`src/rtl/fir_batch_ctrl_pkg.sv`:
```
// Shared types, sizes and helpers for the multi-channel FIR batch controller.
package fir_batch_ctrl_pkg;

  localparam int unsigned MAX_TAPS = 64;
  localparam int unsigned MAX_CH   = 8;
  localparam int unsigned LEN_W    = 16;
  localparam int unsigned ADDR_W   = 32;
  localparam int unsigned SHIFT_W  = 6;
  localparam int unsigned TAPS_W   = $clog2(MAX_TAPS + 1);
  localparam int unsigned CH_W     = $clog2(MAX_CH + 1);
  localparam int unsigned IDX_W    = $clog2(MAX_CH);

  typedef enum logic [1:0] {
    IDLE    = 2'd0,
    TAPS    = 2'd1,
    COMPUTE = 2'd2,
    NEXT    = 2'd3
  } fir_batch_state_t;

  // Job-wide settings still needed after the start cycle.
  typedef struct packed {
    logic [ADDR_W-1:0] x_stride;
    logic [ADDR_W-1:0] h_stride;
    logic [ADDR_W-1:0] y_stride;
    logic [CH_W-1:0]   nb_ch;
    logic              reuse;
  } fir_batch_cfg_t;

  function automatic logic cfg_ok(input logic [LEN_W-1:0]  len,
                                  input logic [TAPS_W-1:0] taps,
                                  input logic [CH_W-1:0]   nb_ch);
    return (len != '0) && (taps != '0) && (taps <= TAPS_W'(MAX_TAPS)) &&
           (nb_ch != '0) && (nb_ch <= CH_W'(MAX_CH));
  endfunction

  // Two 16-bit samples per 32-bit word, odd counts round up.
  function automatic logic [LEN_W-1:0] ceil_half(input logic [LEN_W-1:0] n);
    logic [LEN_W:0] s;
    s = {1'b0, n} + (LEN_W + 1)'(1);
    return s[LEN_W:1];
  endfunction

endpackage

```
`src/rtl/fir_batch_addr_acc.sv`:
```
// Per-stream base address register: loaded with the channel-0 base, advanced by a stride.
module fir_batch_addr_acc
  import fir_batch_ctrl_pkg::*;
(
  input  logic              clk_i,
  input  logic              srst_i,
  input  logic              load_i,
  input  logic [ADDR_W-1:0] load_val_i,
  input  logic              adv_i,
  input  logic [ADDR_W-1:0] stride_i,
  output logic [ADDR_W-1:0] base_o
);

  always_ff @(posedge clk_i) begin
    if (srst_i) begin
      base_o <= '0;
    end else if (load_i) begin
      base_o <= load_val_i;
    end else if (adv_i) begin
      base_o <= base_o + stride_i;
    end
  end

endmodule

```
`src/rtl/fir_batch_ctrl.sv`:
```
// Multi-channel FIR job sequencer: runs up to MAX_CH channels back-to-back per start.
// state   | meaning
// IDLE    | waiting for start; config check happens here
// TAPS    | H streamer running, waiting for tap buffer fill
// COMPUTE | X/Y streamers running, waiting for Y sink completion
// NEXT    | one-cycle channel advance; relaunches streamers
module fir_batch_ctrl
  import fir_batch_ctrl_pkg::*;
#(
  parameter int unsigned MAX_TAPS = fir_batch_ctrl_pkg::MAX_TAPS,
  parameter int unsigned MAX_CH   = fir_batch_ctrl_pkg::MAX_CH,
  parameter int unsigned LEN_W    = fir_batch_ctrl_pkg::LEN_W,
  parameter int unsigned ADDR_W   = fir_batch_ctrl_pkg::ADDR_W,
  parameter int unsigned SHIFT_W  = fir_batch_ctrl_pkg::SHIFT_W
) (
  input  logic                         clk_i,
  input  logic                         rst_i,
  input  logic                         clear_i,
  input  logic                         start_i,
  input  logic [ADDR_W-1:0]            cfg_x_addr_i,
  input  logic [ADDR_W-1:0]            cfg_h_addr_i,
  input  logic [ADDR_W-1:0]            cfg_y_addr_i,
  input  logic [ADDR_W-1:0]            cfg_x_stride_i,
  input  logic [ADDR_W-1:0]            cfg_h_stride_i,
  input  logic [ADDR_W-1:0]            cfg_y_stride_i,
  input  logic [LEN_W-1:0]             cfg_len_i,
  input  logic [$clog2(MAX_TAPS+1)-1:0] cfg_nb_taps_i,
  input  logic [$clog2(MAX_CH+1)-1:0]  cfg_nb_ch_i,
  input  logic                         cfg_reuse_i,
  input  logic [SHIFT_W-1:0]           cfg_shift_i,
  input  logic                         tap_done_i,
  input  logic                         y_done_i,
  output logic                         x_start_o,
  output logic                         h_start_o,
  output logic                         y_start_o,
  output logic [ADDR_W-1:0]            x_base_o,
  output logic [ADDR_W-1:0]            h_base_o,
  output logic [ADDR_W-1:0]            y_base_o,
  output logic [LEN_W-1:0]             xy_words_o,
  output logic [LEN_W-1:0]             h_words_o,
  output logic [SHIFT_W-1:0]           right_shift_o,
  output logic [$clog2(MAX_CH)-1:0]    ch_idx_o,
  output logic                         busy_o,
  output logic                         done_o,
  output logic                         err_o
);

  fir_batch_state_t state_q, state_d;
  fir_batch_cfg_t   cfg_q;

  logic            srst;
  logic            latch, load, advance;
  logic            xy_pulse_d, h_pulse_d, done_d, err_d;
  logic [CH_W-1:0] ch_last;
  logic            is_last;

  assign srst    = rst_i | clear_i;
  assign ch_last = cfg_q.nb_ch - CH_W'(1);
  assign is_last = (CH_W'(ch_idx_o) == ch_last);

  always_comb begin
    state_d    = state_q;
    latch      = 1'b0;
    load       = 1'b0;
    advance    = 1'b0;
    xy_pulse_d = 1'b0;
    h_pulse_d  = 1'b0;
    done_d     = 1'b0;
    err_d      = 1'b0;
    unique case (state_q)
      IDLE: begin
        if (start_i) begin
          latch = 1'b1;
          if (cfg_ok(cfg_len_i, cfg_nb_taps_i, cfg_nb_ch_i)) begin
            state_d    = TAPS;
            load       = 1'b1;
            xy_pulse_d = 1'b1;
            h_pulse_d  = 1'b1;
          end else begin
            done_d = 1'b1;
            err_d  = 1'b1;
          end
        end
      end
      TAPS: begin
        // y_done_i arriving here (even with tap_done_i) is deliberately dropped
        if (tap_done_i) state_d = COMPUTE;
      end
      COMPUTE: begin
        if (y_done_i) begin
          if (is_last) begin
            state_d = IDLE;
            done_d  = 1'b1;
          end else begin
            state_d = NEXT;
          end
        end
      end
      NEXT: begin
        advance    = 1'b1;
        xy_pulse_d = 1'b1;
        if (cfg_q.reuse) begin
          state_d = COMPUTE;
        end else begin
          state_d   = TAPS;
          h_pulse_d = 1'b1;
        end
      end
      default: state_d = IDLE;
    endcase
  end

  always_ff @(posedge clk_i) begin
    if (srst) begin
      state_q       <= IDLE;
      x_start_o     <= 1'b0;
      h_start_o     <= 1'b0;
      y_start_o     <= 1'b0;
      xy_words_o    <= '0;
      h_words_o     <= '0;
      right_shift_o <= '0;
      ch_idx_o      <= '0;
      busy_o        <= 1'b0;
      done_o        <= 1'b0;
      err_o         <= 1'b0;
    end else begin
      state_q   <= state_d;
      x_start_o <= xy_pulse_d;
      y_start_o <= xy_pulse_d;
      h_start_o <= h_pulse_d;
      busy_o    <= (state_d != IDLE);
      done_o    <= done_d;
      err_o     <= err_d;
      if (load) begin
        xy_words_o    <= ceil_half(cfg_len_i);
        h_words_o     <= ceil_half(LEN_W'(cfg_nb_taps_i));
        right_shift_o <= cfg_shift_i;
        ch_idx_o      <= '0;
      end else if (advance) begin
        ch_idx_o <= ch_idx_o + 1'b1;
      end
    end
  end

  // Shadow config survives clear_i on purpose; only a full reset wipes it.
  always_ff @(posedge clk_i) begin
    if (rst_i) begin
      cfg_q <= '0;
    end else if (latch) begin
      cfg_q.x_stride <= cfg_x_stride_i;
      cfg_q.h_stride <= cfg_h_stride_i;
      cfg_q.y_stride <= cfg_y_stride_i;
      cfg_q.nb_ch    <= cfg_nb_ch_i;
      cfg_q.reuse    <= cfg_reuse_i;
    end
  end

  fir_batch_addr_acc u_x_acc (
    .clk_i      (clk_i),
    .srst_i     (srst),
    .load_i     (load),
    .load_val_i (cfg_x_addr_i),
    .adv_i      (advance),
    .stride_i   (cfg_q.x_stride),
    .base_o     (x_base_o)
  );

  fir_batch_addr_acc u_h_acc (
    .clk_i      (clk_i),
    .srst_i     (srst),
    .load_i     (load),
    .load_val_i (cfg_h_addr_i),
    .adv_i      (advance & ~cfg_q.reuse),
    .stride_i   (cfg_q.h_stride),
    .base_o     (h_base_o)
  );

  fir_batch_addr_acc u_y_acc (
    .clk_i      (clk_i),
    .srst_i     (srst),
    .load_i     (load),
    .load_val_i (cfg_y_addr_i),
    .adv_i      (advance),
    .stride_i   (cfg_q.y_stride),
    .base_o     (y_base_o)
  );

endmodule

```
`config.mk`:
```
export PLATFORM = sky130hd
export DESIGN_NAME = fir_batch_ctrl
export DESIGN_NICKNAME = d
export VERILOG_FILES = /design/src/rtl/fir_batch_ctrl_pkg.sv /design/src/rtl/fir_batch_addr_acc.sv /design/src/rtl/fir_batch_ctrl.sv
export SDC_FILE = /design/constraint.sdc
export NUM_CORES = 1
export LEC_CHECK = 0
export ABC_AREA = 1
export CORE_ASPECT_RATIO = 1.25
export CORE_MARGIN = 4
export CORE_UTILIZATION = 30
export DETAILED_ROUTE_END_ITERATION = 6
export HOLD_SLACK_MARGIN = 0.12
export PLACE_DENSITY = 0.62
export SETUP_SLACK_MARGIN = 0.02
export SLEW_MARGIN = 10
export SYNTH_ARGS = -nofsm -noshare
export SYNTH_HDL_FRONTEND = slang
export SYNTH_SLANG_ARGS = --single-unit
```
`constraint.sdc`:
```
create_clock -name clk_i -period 1.9 [get_ports clk_i]
set_input_delay 0.475 -clock clk_i [delete_from_list [all_inputs] [get_ports clk_i]]
set_output_delay 0.475 -clock clk_i [all_outputs]
set_load 0.02 [all_outputs]
```
==> metrics.md <==
| Metric | Value |
|---|---|
| Vias per cell | between 4 and 5 |
| Status | finished, violations left |
| I/O pins | approximately 380 |
| Root buf cell | clkbuf_16 |
| Post-synthesis cell type count | 40 |
| Sw Ratio | 28.4% |
| FP Rows | 96 |
| WP data arrival | 2430 ps |
| YS warnings | 0 |
| Total GRT Usage | 22.4% |
| Post-synthesis compound-gate area fraction | 12.0% |
| Tot Pwr | 14.3 mW |
| Post-Syn Area per Cell | 6.05 um2 |
| Remaining antenna violation count | 0 |
| CTS tree | built |
| Drt wl/cell | 17.2 um |
| Failing checks | setup timing |
| NumNets Final | ~3.7k |
| Gp weighted congestion | 0.918 |
| Post-synthesis sequential area ratio | 28.6% |
| Hold slack | 335 ps |
| Die Ht | 271 um |
| EDFF count, synth | 0 |
| Sw Pwr | 4.06 mW |
| Initial antenna violation count | 5 |
| Fillcell total | between 5k and 6k |
| Post-synthesis xor/xnor area fraction | 3.64% |
| 1st-pass router iterations | 7 |
| Starting Density | a little under a third |
| Ys async rst share | 0% |
| Largest family of logic cells by synthesized area | simple AND/OR/NAND/NOR gates |
| Worst setup margin | -31.4 ps |
| Max VDD drop | 0.000529 V |
| Grt ovf | 0 |
| Slowest CP cell | fa_2 |
| Largest net degree at the start of global routing | 105 |
| CTS sink cnt | 236 |
| Share of layout cells above drive strength 1 | 28.6% |
| P&R area growth vs syn | 64.5% |
| Fin crit period | 1930 ps |
| Area occupied by registers | 4840 um2 |
| Slew Viols, Final | 0 |
| Post-synthesis mux area share | 0% |
| Multi-input logic area | ~12,000 um2 |
| Simple-Gate Fraction of Synth Area | a little over a third |
| MaxCap Viol Count | 0 |
| CP max FO | 4 |
| Via count | 19.4k |
| IO Port Bufs | 365 |
| Commonest non-fill, non-tap cell in the layout | nand2_1 |
| Leak | 13.3 nW |
| Worst Tran Pin Value | 600 ps |
| WP buf/inv | 1 |
| Final Setup Violations | 4 |
| Clock power share | 41.3% |
| Final Hold Vio Count | 0 |
| CP Data Required Time | 2400 ps |
| Vias in the first global route | 18.8k |
| CP Launch Type | register |
| RSZ-0062 raised after global routing | true |
| Clock slew at the register clock pins of the worst setup and hold paths | 70 ps |
| Die footprint | 59,000 um2 |
| Post-synthesis cell area | 16,500 um2 |
| Clk buf depth | 3 |
| Cells after Synth | 2,733 |
| Die Wd | approximately 220 um |
| Critical path class | register to register |
| Crit end category | register |
| CP top delay family | adder cells |
| F_max | 518 MHz |
| CTS Buf Count | 29 |
| Drt total wl | 71,000 um |
| DP HPWL | 53,500 um |
| Clk_lat worst skew | 580 ps |
| Comb power frac | 21.2% |
| Cts hold-fix bufs | 0 |
| Iter 0 DRT Violations | 965 |
| Slew headroom | ~60% |
| Sequential power share | a little under two fifths |
| Core area | 54,800 um2 |
| Pwr Density | 525 nW/um2 |
| Commonest cells after routing, fill and taps aside | 905 x nand2_1, 370 x inv_1, 276 x buf_4 |
| P_int | around 10 mW |
| Top FF cell, synth | dfxtp_1 |
| Max incr delay on CP | 430 ps |
| DRC | 0 |
| FF+latch count, synth | approximately 240 |
| Global-route wire length before repair | 105,000 um |
| Fin Clk Skew | around 30 ps |
| Worst hold path type | input pin to register |
| Worst path cell trace | ha_4 > fa_2 > nand3_2 > nand3_4 > nand3_2 > nand3_4 > buf_6 > xor2_1 > nand2_1 > a31oi_1 |
| Final core occ | between 40 and 50% |
| Tcrit/Tclk final | 102% |
| Area share of fa/ha/maj cells after synthesis | 8.15% |
| # H-tree levels | 1 |
-- metal layers --
metal | vias to the layer above | track usage, % | share of wire [%]
met4 | 2 | 7.05 | 3.9
met1 | 8890 | 25.6 | 39
li1 | 9897 | - | -
met5 | - | 0 | 0.016
met2 | 483 | 42.6 | 52
met3 | 131 | 2.90 | 4.5
-- stage by stage --
stage	cells	area, um2	setup TNS (ps)	worst slack (ps)
after floorplan	2741	16600	0	27.2
after global placement	4030	23100	-95600	-736
after detailed placement	4030	23100	-102540	-774
after CTS	4114	25400	-121	-48.8
after global routing	4133	27200	-1850	-118
final	4134	27200	-70.0	-31.4
-- synthesized netlist by cell type, drive strengths merged (3+ instances only) --
| library cell | n | share of area (%) |
|---|---|---|
| xnor2 | 26 | 1.4 |
| a211oi | 12 | 0.54 |
| clkbuf | 43 | 0.98 |
| o21ai | 87 | 2.6 |
| a22o | 8 | 0.42 |
| nand4 | 17 | 0.73 |
| o21bai | 9 | 0.41 |
| xor2 | 42 | 2.3 |
| ha | 103 | 7.8 |
| a21oi | 229 | 6.9 |
| nor2 | 159 | 3.7 |
| buf | 51 | 1.9 |
| a31oi | 22 | 0.83 |
| inv | 394 | 8.9 |
| fa | 3 | 0.36 |
| dfxtp | 236 | 29 |
| nand3 | 209 | 6.3 |
| nor3 | 21 | 0.67 |
| nand2 | 1036 | 24 |
| or2 | 14 | 0.53 |
-- sequential cells by signal (all words and copies together) (netlist names) --
name	flops
cfg_q	101
u_h_acc.base_o	32
u_x_acc.base_o	32
u_y_acc.base_o	32
xy_words_o	16
h_words_o	7
right_shift_o	6
ch_idx_o	3
state_q	2
busy_o	1
done_o	1
err_o	1
h_start_o	1
y_start_o	1
-- worst paths after layout --
kind                                   from                              end  slack, ps  depth (start not counted)
setup / recovery     cfg_q[69]$_SDFFE_PP0P_  u_x_acc.base_o[12]$_SDFFE_PP0P_        -30                         10
hold / removal                 cfg_len_i[1]       xy_words_o[0]$_SDFFE_PP0P_        330                          4
setup reg to reg     cfg_q[69]$_SDFFE_PP0P_  u_x_acc.base_o[12]$_SDFFE_PP0P_        -30                         10
hold reg to reg   h_words_o[6]$_SDFFE_PP0P_        h_words_o[6]$_SDFFE_PP0P_        440                          2
-- kinds of logic (layout without fill, tap and decap cells) --
group,after synthesis,after routing
xor+xnor,68,68
other cells,1,13
fa+ha+maj,106,106
buf+inv,488,1142
flops,236,236
simple gates,1462,1462
compound gates,372,372
-- power groups by stage --
stage / sequential [mW] / combinational (mW) / clock, mW
2_1_floorplan: 5.40 / 1.16 / 0
3_3_place_gp: 5.40 / 2.59 / 0
3_5_place_dp: 5.40 / 2.58 / 0
4_1_cts: 5.31 / 2.80 / 6.07
5_1_grt: 5.37 / 3.27 / 6.25
6_report: 5.35 / 3.02 / 5.90
-- worst reg2reg max path: cells and delay by family (launching register included) --
kind,cells,cell delay [ps]
flip-flops,1,360
adder cells (fa/ha/maj),2,590
buffers and inverters,1,140
AND/OR/NAND/NOR,5,480
XOR/XNOR,1,110
AO/OA/AOI/OAI,1,180
-- repair_timing --
item,CTS,global route
endpoints found under the setup margin,263,159
resized for setup,438,491
endpoints found under the hold margin,0,0
cloned,9,1
setup buffers,24,20
pin swaps,42,109
-- area by class of cell --
cell class                      instances  share of cell area (%)
Timing Repair Buffer                  697                    24.4
Clock buffer                           32                    2.78
Inverter                              394                    5.48
Multi-Input combinational cell       2017                    45.2
Clock inverter                         19                   0.878
Antenna cell                            4                  0.0368
Sequential cell                       236                    17.8
Tap cell                              735                    3.38
(Power assumes the default switching activity.)
